`config.mk`:
```
export PLATFORM = sky130hd
export DESIGN_NAME = vend_coin_payer
export DESIGN_NICKNAME = d
export VERILOG_FILES = /design/src/rtl/vend_coin_payer.sv
export SDC_FILE = /design/constraint.sdc
export NUM_CORES = 1
export LEC_CHECK = 0
export BUFFER_PORTS_ARGS = -buffer_cell sky130_fd_sc_hd__buf_2
export CAP_MARGIN = 5
export CORE_ASPECT_RATIO = 1.1
export CORE_MARGIN = 8
export CORE_UTILIZATION = 45
export CTS_BUF_LIST = sky130_fd_sc_hd__clkbuf_8
export DETAILED_ROUTE_END_ITERATION = 10
export PLACE_DENSITY = 0.69
export REMOVE_ABC_BUFFERS = 1
export SETUP_SLACK_MARGIN = 0.3
export SYNTH_ARGS = -nofsm -noshare
export SYNTH_HDL_FRONTEND = slang
export SYNTH_SLANG_ARGS = --single-unit
```
`constraint.sdc`:
```
create_clock -name sys_clk -period 5.75 [get_ports sys_clk]
set_input_delay 0.575 -clock sys_clk [delete_from_list [all_inputs] [get_ports sys_clk]]
set_output_delay 0.575 -clock sys_clk [all_outputs]
set_load 0.02 [all_outputs]
```
`src/rtl/vend_coin_payer.sv`:
```
// vend_coin_payer: customer-side initiator that pays a fixed price in spaced coin pulses to the cola vending FSM
module vend_coin_payer #(
    parameter int PRICE_HALF = 5,
    parameter int COIN_GAP   = 4,
    parameter int TIMEOUT    = 16
) (
    input  logic       sys_clk,
    input  logic       sys_rst_n,
    input  logic       start,
    input  logic [3:0] wallet_half_in,
    input  logic [3:0] wallet_one_in,
    input  logic       pi_cola,
    input  logic       pi_money,
    output logic       po_money_half,
    output logic       po_money_one,
    output logic       busy,
    output logic       done,
    output logic       err,
    output logic [1:0] err_code,
    output logic [5:0] paid_half,
    output logic [3:0] change_half,
    output logic [3:0] half_left,
    output logic [3:0] one_left
);
    localparam int GW = $clog2(COIN_GAP + 1);
    localparam int TW = $clog2(TIMEOUT + 1);
    localparam logic [5:0]    PRICE    = 6'(PRICE_HALF);
    localparam logic [GW-1:0] GAP_LAST = GW'(COIN_GAP - 2);
    localparam logic [TW-1:0] TMO_LAST = TW'(TIMEOUT - 1);

    typedef enum logic [2:0] {S_IDLE, S_CHECK, S_PAY, S_GAP, S_WAIT, S_DONE, S_ERR} state_t;

    state_t        r_state, w_next;
    logic [3:0]    r_half_left, r_one_left, r_change;
    logic [5:0]    r_paid;
    logic [1:0]    r_err_code;
    logic          r_got_cola;
    logic [GW-1:0] r_gap;
    logic [TW-1:0] r_timer;
    logic [5:0]    w_total;
    logic          w_paid_ok, w_use_one, w_monitor, w_early;

    assign w_total   = {2'b00, r_half_left} + {1'b0, r_one_left, 1'b0};
    assign w_paid_ok = r_paid >= PRICE;
    // a one-yuan coin is used while it cannot overshoot, or when no half coins remain (overpay)
    assign w_use_one = ((r_paid + 6'd2 <= PRICE) && r_one_left != 4'd0) || r_half_left == 4'd0;
    assign w_monitor = r_state == S_PAY || r_state == S_GAP || r_state == S_WAIT;
    assign w_early   = w_monitor && pi_cola && !w_paid_ok;

    always_comb begin
        w_next = r_state;
        unique case (r_state)
            S_IDLE:  w_next = start ? S_CHECK : S_IDLE;
            S_CHECK: w_next = w_total < PRICE ? S_ERR : S_PAY;
            S_PAY:   w_next = w_early ? S_ERR : S_GAP;
            S_GAP:   w_next = w_early ? S_ERR : r_gap != GAP_LAST ? S_GAP : w_paid_ok ? S_WAIT : S_PAY;
            S_WAIT:  w_next = (r_got_cola || pi_cola) ? S_DONE : r_timer == TMO_LAST ? S_ERR : S_WAIT;
            default: w_next = S_IDLE;
        endcase
    end

    always_ff @(posedge sys_clk) begin
        if (!sys_rst_n) begin
            r_state     <= S_IDLE;
            r_half_left <= '0;
            r_one_left  <= '0;
            r_change    <= '0;
            r_paid      <= '0;
            r_err_code  <= '0;
            r_got_cola  <= 1'b0;
            r_gap       <= '0;
            r_timer     <= '0;
        end else begin
            r_state <= w_next;
            if (r_state == S_IDLE && start) begin
                r_half_left <= wallet_half_in;
                r_one_left  <= wallet_one_in;
                r_paid      <= '0;
                r_change    <= '0;
                r_err_code  <= '0;
                r_got_cola  <= 1'b0;
            end
            if (r_state == S_PAY) begin
                r_gap   <= '0;
                r_timer <= '0;
                if (w_use_one) begin
                    r_paid     <= r_paid + 6'd2;
                    r_one_left <= r_one_left - 4'd1;
                end else begin
                    r_paid      <= r_paid + 6'd1;
                    r_half_left <= r_half_left - 4'd1;
                end
            end
            if (r_state == S_GAP)
                r_gap <= r_gap + 1'b1;
            if (r_state == S_WAIT)
                r_timer <= r_timer + 1'b1;
            if (w_monitor && pi_money && r_change != 4'hF)
                r_change <= r_change + 4'd1;
            if (w_monitor && pi_cola && w_paid_ok)
                r_got_cola <= 1'b1;
            if (w_next == S_ERR)
                r_err_code <= r_state == S_CHECK ? 2'b01 : r_state == S_WAIT ? 2'b10 : 2'b11;
        end
    end

    assign po_money_one  = r_state == S_PAY && w_use_one;
    assign po_money_half = r_state == S_PAY && !w_use_one;
    assign busy          = r_state != S_IDLE;
    assign done          = r_state == S_DONE;
    assign err           = r_state == S_ERR;
    assign err_code      = r_err_code;
    assign paid_half     = r_paid;
    assign change_half   = r_change;
    assign half_left     = r_half_left;
    assign one_left      = r_one_left;
endmodule

```
==> flow_metrics.env <==
export IMPL_cp_required_ns=5.18
export IMPL_die_w_um=82.2
export IMPL_syn_area_sq_um=2170
export IMPL_ctsResizeCount=0
export IMPL_cts_clk_slew_worst_paths_ns=0.07
export IMPL_relSlewSlack_pct=44.3
export IMPL_gp_congestion=0.886
export IMPL_whs_path_depth=2
export IMPL_finalCriticalPeriod_ns=2.89
export IMPL_die_area_sq_um=7310
export IMPL_worst_pin_slew_ns=0.835
export IMPL_total_power_uw=1040
export IMPL_vias_per_cell=5.62
export IMPL_n_antenna_cell=0
export IMPL_antenna_found_initial=0
export IMPL_post_cts_buffers=0
export IMPL_nNetsFinal=331
export IMPL_hold_buffers=0
export IMPL_cp_end_kind="primary output"
export IMPL_clk_latency_ns=0.29
export IMPL_clock_skew_ns=0.00992
export IMPL_hpwl_um=3960
export IMPL_synth_top_area_share_pct=29.5
export IMPL_hp_start="err_code[1]"
export IMPL_die_height_um=88.8
export IMPL_timing_rr_start="r_state[2]"
export IMPL_drtPass1Iterations=4
export IMPL_ys_ff_latch=32
export IMPL_grt_overflow=0
export IMPL_reg2regPathDepth=6
export IMPL_powerDensity_nw_per_um2=421
export IMPL_syn2layout_area_growth_pct=13.7
export IMPL_drv_cap=0
export IMPL_rsz0062_at_grt="no"
export IMPL_vdd_drop_max_uv=221
export IMPL_rrSetupSlack_ns=3.42
export IMPL_ant_nets=0
export IMPL_hold_violations=0
export IMPL_yosys_warnings=0
export IMPL_io_pins=38
export IMPL_synth_common_cells="dfxtp_1 (32), nand2_1 (24), nor2_1 (23)"
export IMPL_grt_pass1_wl_um=9160
export IMPL_ys_seq_area_share_pct=29.5
export IMPL_fin_crit_sh_pct=50.2
export IMPL_routedWlPerCell_um=15.1
export IMPL_holdWs_ns=0.479
export IMPL_routed_via_count=2019
export IMPL_cp_max_fo=7
export IMPL_worstSetupStartpointType="flip-flop"
export IMPL_cp_arrival_ns=2.31
export IMPL_synth_edff_count=0
export IMPL_setup_violations=0
export IMPL_routed_wl_um=5430
export IMPL_netlist_instances=271
export IMPL_synthFlopType="dfxtp_1"
export IMPL_track_usage_pct=15.7
export IMPL_synth_distinct_cells=61
export IMPL_critPathKind="reg -> out"
export IMPL_p_leak_uw=0.00107
export IMPL_start_util_pct=46.7
export IMPL_synth_avg_cell_area_sq_um=8.01
export IMPL_fp_coreArea_sq_um=4650
export IMPL_synth_most_common_cell="dfxtp_1"
export IMPL_drtIter0Drc=109
export IMPL_root_buffer="clkbuf_8"
export IMPL_num_rows=26
export IMPL_status="complete, no violations"
export IMPL_whs_endpoint="err_code[1]"
export IMPL_numClockSinks=32
export IMPL_worstHoldPathType="reg -> reg"
export IMPL_portBuffers=37
export IMPL_grt_pass1_vias=2020
export IMPL_clockBufferDepth=2
export IMPL_layout_drive_gt1_share_pct=19.5
export IMPL_netlist_top_cells_area="dfxtp_1 (30%), ha_1 (8.6%), a21oi_1 (4.6%), nand2_1 (4.1%), nor2_1 (4.0%)"
export IMPL_htree_levels=2
export IMPL_totalNegativeSetupSlack_ns=0
export IMPL_drc=0
export IMPL_slew_viol_final=0
export IMPL_r2r_end="paid_half[2]"
export IMPL_cts_buffers=5
export IMPL_async_flop_share_pct=0
export IMPL_synth_area_leader_cell="dfxtp_1"
export IMPL_grt_max_degree=24
export IMPL_cts_tree="built"
export IMPL_achievable_frequency_mhz=346
registers in the layout (all words and copies together), names as in the netlist:
signal,count
r_got_cola,1
paid_half,6
one_left,4
r_state,3
err_code,2
r_gap,3
half_left,4
change_half,4
r_timer,5
cell families (layout without fill, tap and decap cells):
group,Yosys count,count (layout),synth area share [%]
AOI/OAI and AO/OA,72,72,23.3
xor gates and xnor gates,5,5,2.02
adders and majority gates,16,16,9.57
buffers and inverters,31,63,6.11
DFF,32,32,29.5
muxes,6,6,2.82
and+or+nand+nor,109,109,26.7
worst max-delay path by stage:
stage / startpoint / to / slack (ns) / depth (start not counted)
detailed placement: paid_half[1] / po_money_half / 3.21 / 7
CTS: paid_half[1] / po_money_half / 2.87 / 7
global placement: paid_half[1] / po_money_half / 3.24 / 7
floorplan: paid_half[1] / po_money_half / 3.29 / 6
global route: paid_half[1] / po_money_half / 2.70 / 7
finish: paid_half[1] / po_money_half / 2.86 / 7
through the flow:
step | util (%) | cells | setup slack (ns) | cell area, sq um
after global placement | 50.8 | 351 | 3.24 | 2360
final | 53.1 | 359 | 2.86 | 2470
after detailed placement | 50.8 | 351 | 3.21 | 2360
after floorplan | - | 258 | 3.29 | 2110
after global routing | 53.1 | 359 | 2.70 | 2470
after CTS | 53.1 | 359 | 2.87 | 2470
routing by layer:
metal	share of wire, %	vias up	routed length (um)	track usage (%)
met3	4.2	8	230	3.66
met5	0	-	0	0
met2	49	40	2670	26.9
met1	45	942	2440	18.7
li1	-	1029	-	-
met4	1.6	0	87	4.95
placed cells by master, fill, tap and decap left out, types with 6 or more instances in the layout:
master,instances
ha_1,15
inv_1,18
o21ai_0,15
buf_2,37
nand3_1,17
dfxtp_1,32
nand2_1,24
a21oi_1,20
and3_1,6
nor2_1,23
where the power goes:
part	switching (uW)	total [uW]	internal (uW)
Combinational	310	488	178
Sequential	78.0	337	259
Clock	87.0	214	127
critical path, cell delays in order (launching register included):
cell	delay (ns)
dfxtp_1	0.46
ha_1	0.31
xor2_1	0.09
a211o_1	0.35
o21ai_4	0.21
or2_0	0.37
inv_1	0.07
buf_2	0.17
area by class of cell:
type	instances	area [sq um]
inverter	18	67.6
clock buffer	5	68.8
clock inverter	3	38.8
timing repair buffer	37	185
tap	56	70.1
multi-input combinational	208	1400
fill	456	2180
sequential	32	641
No activity file was read; power rests on OpenSTA's default activity.
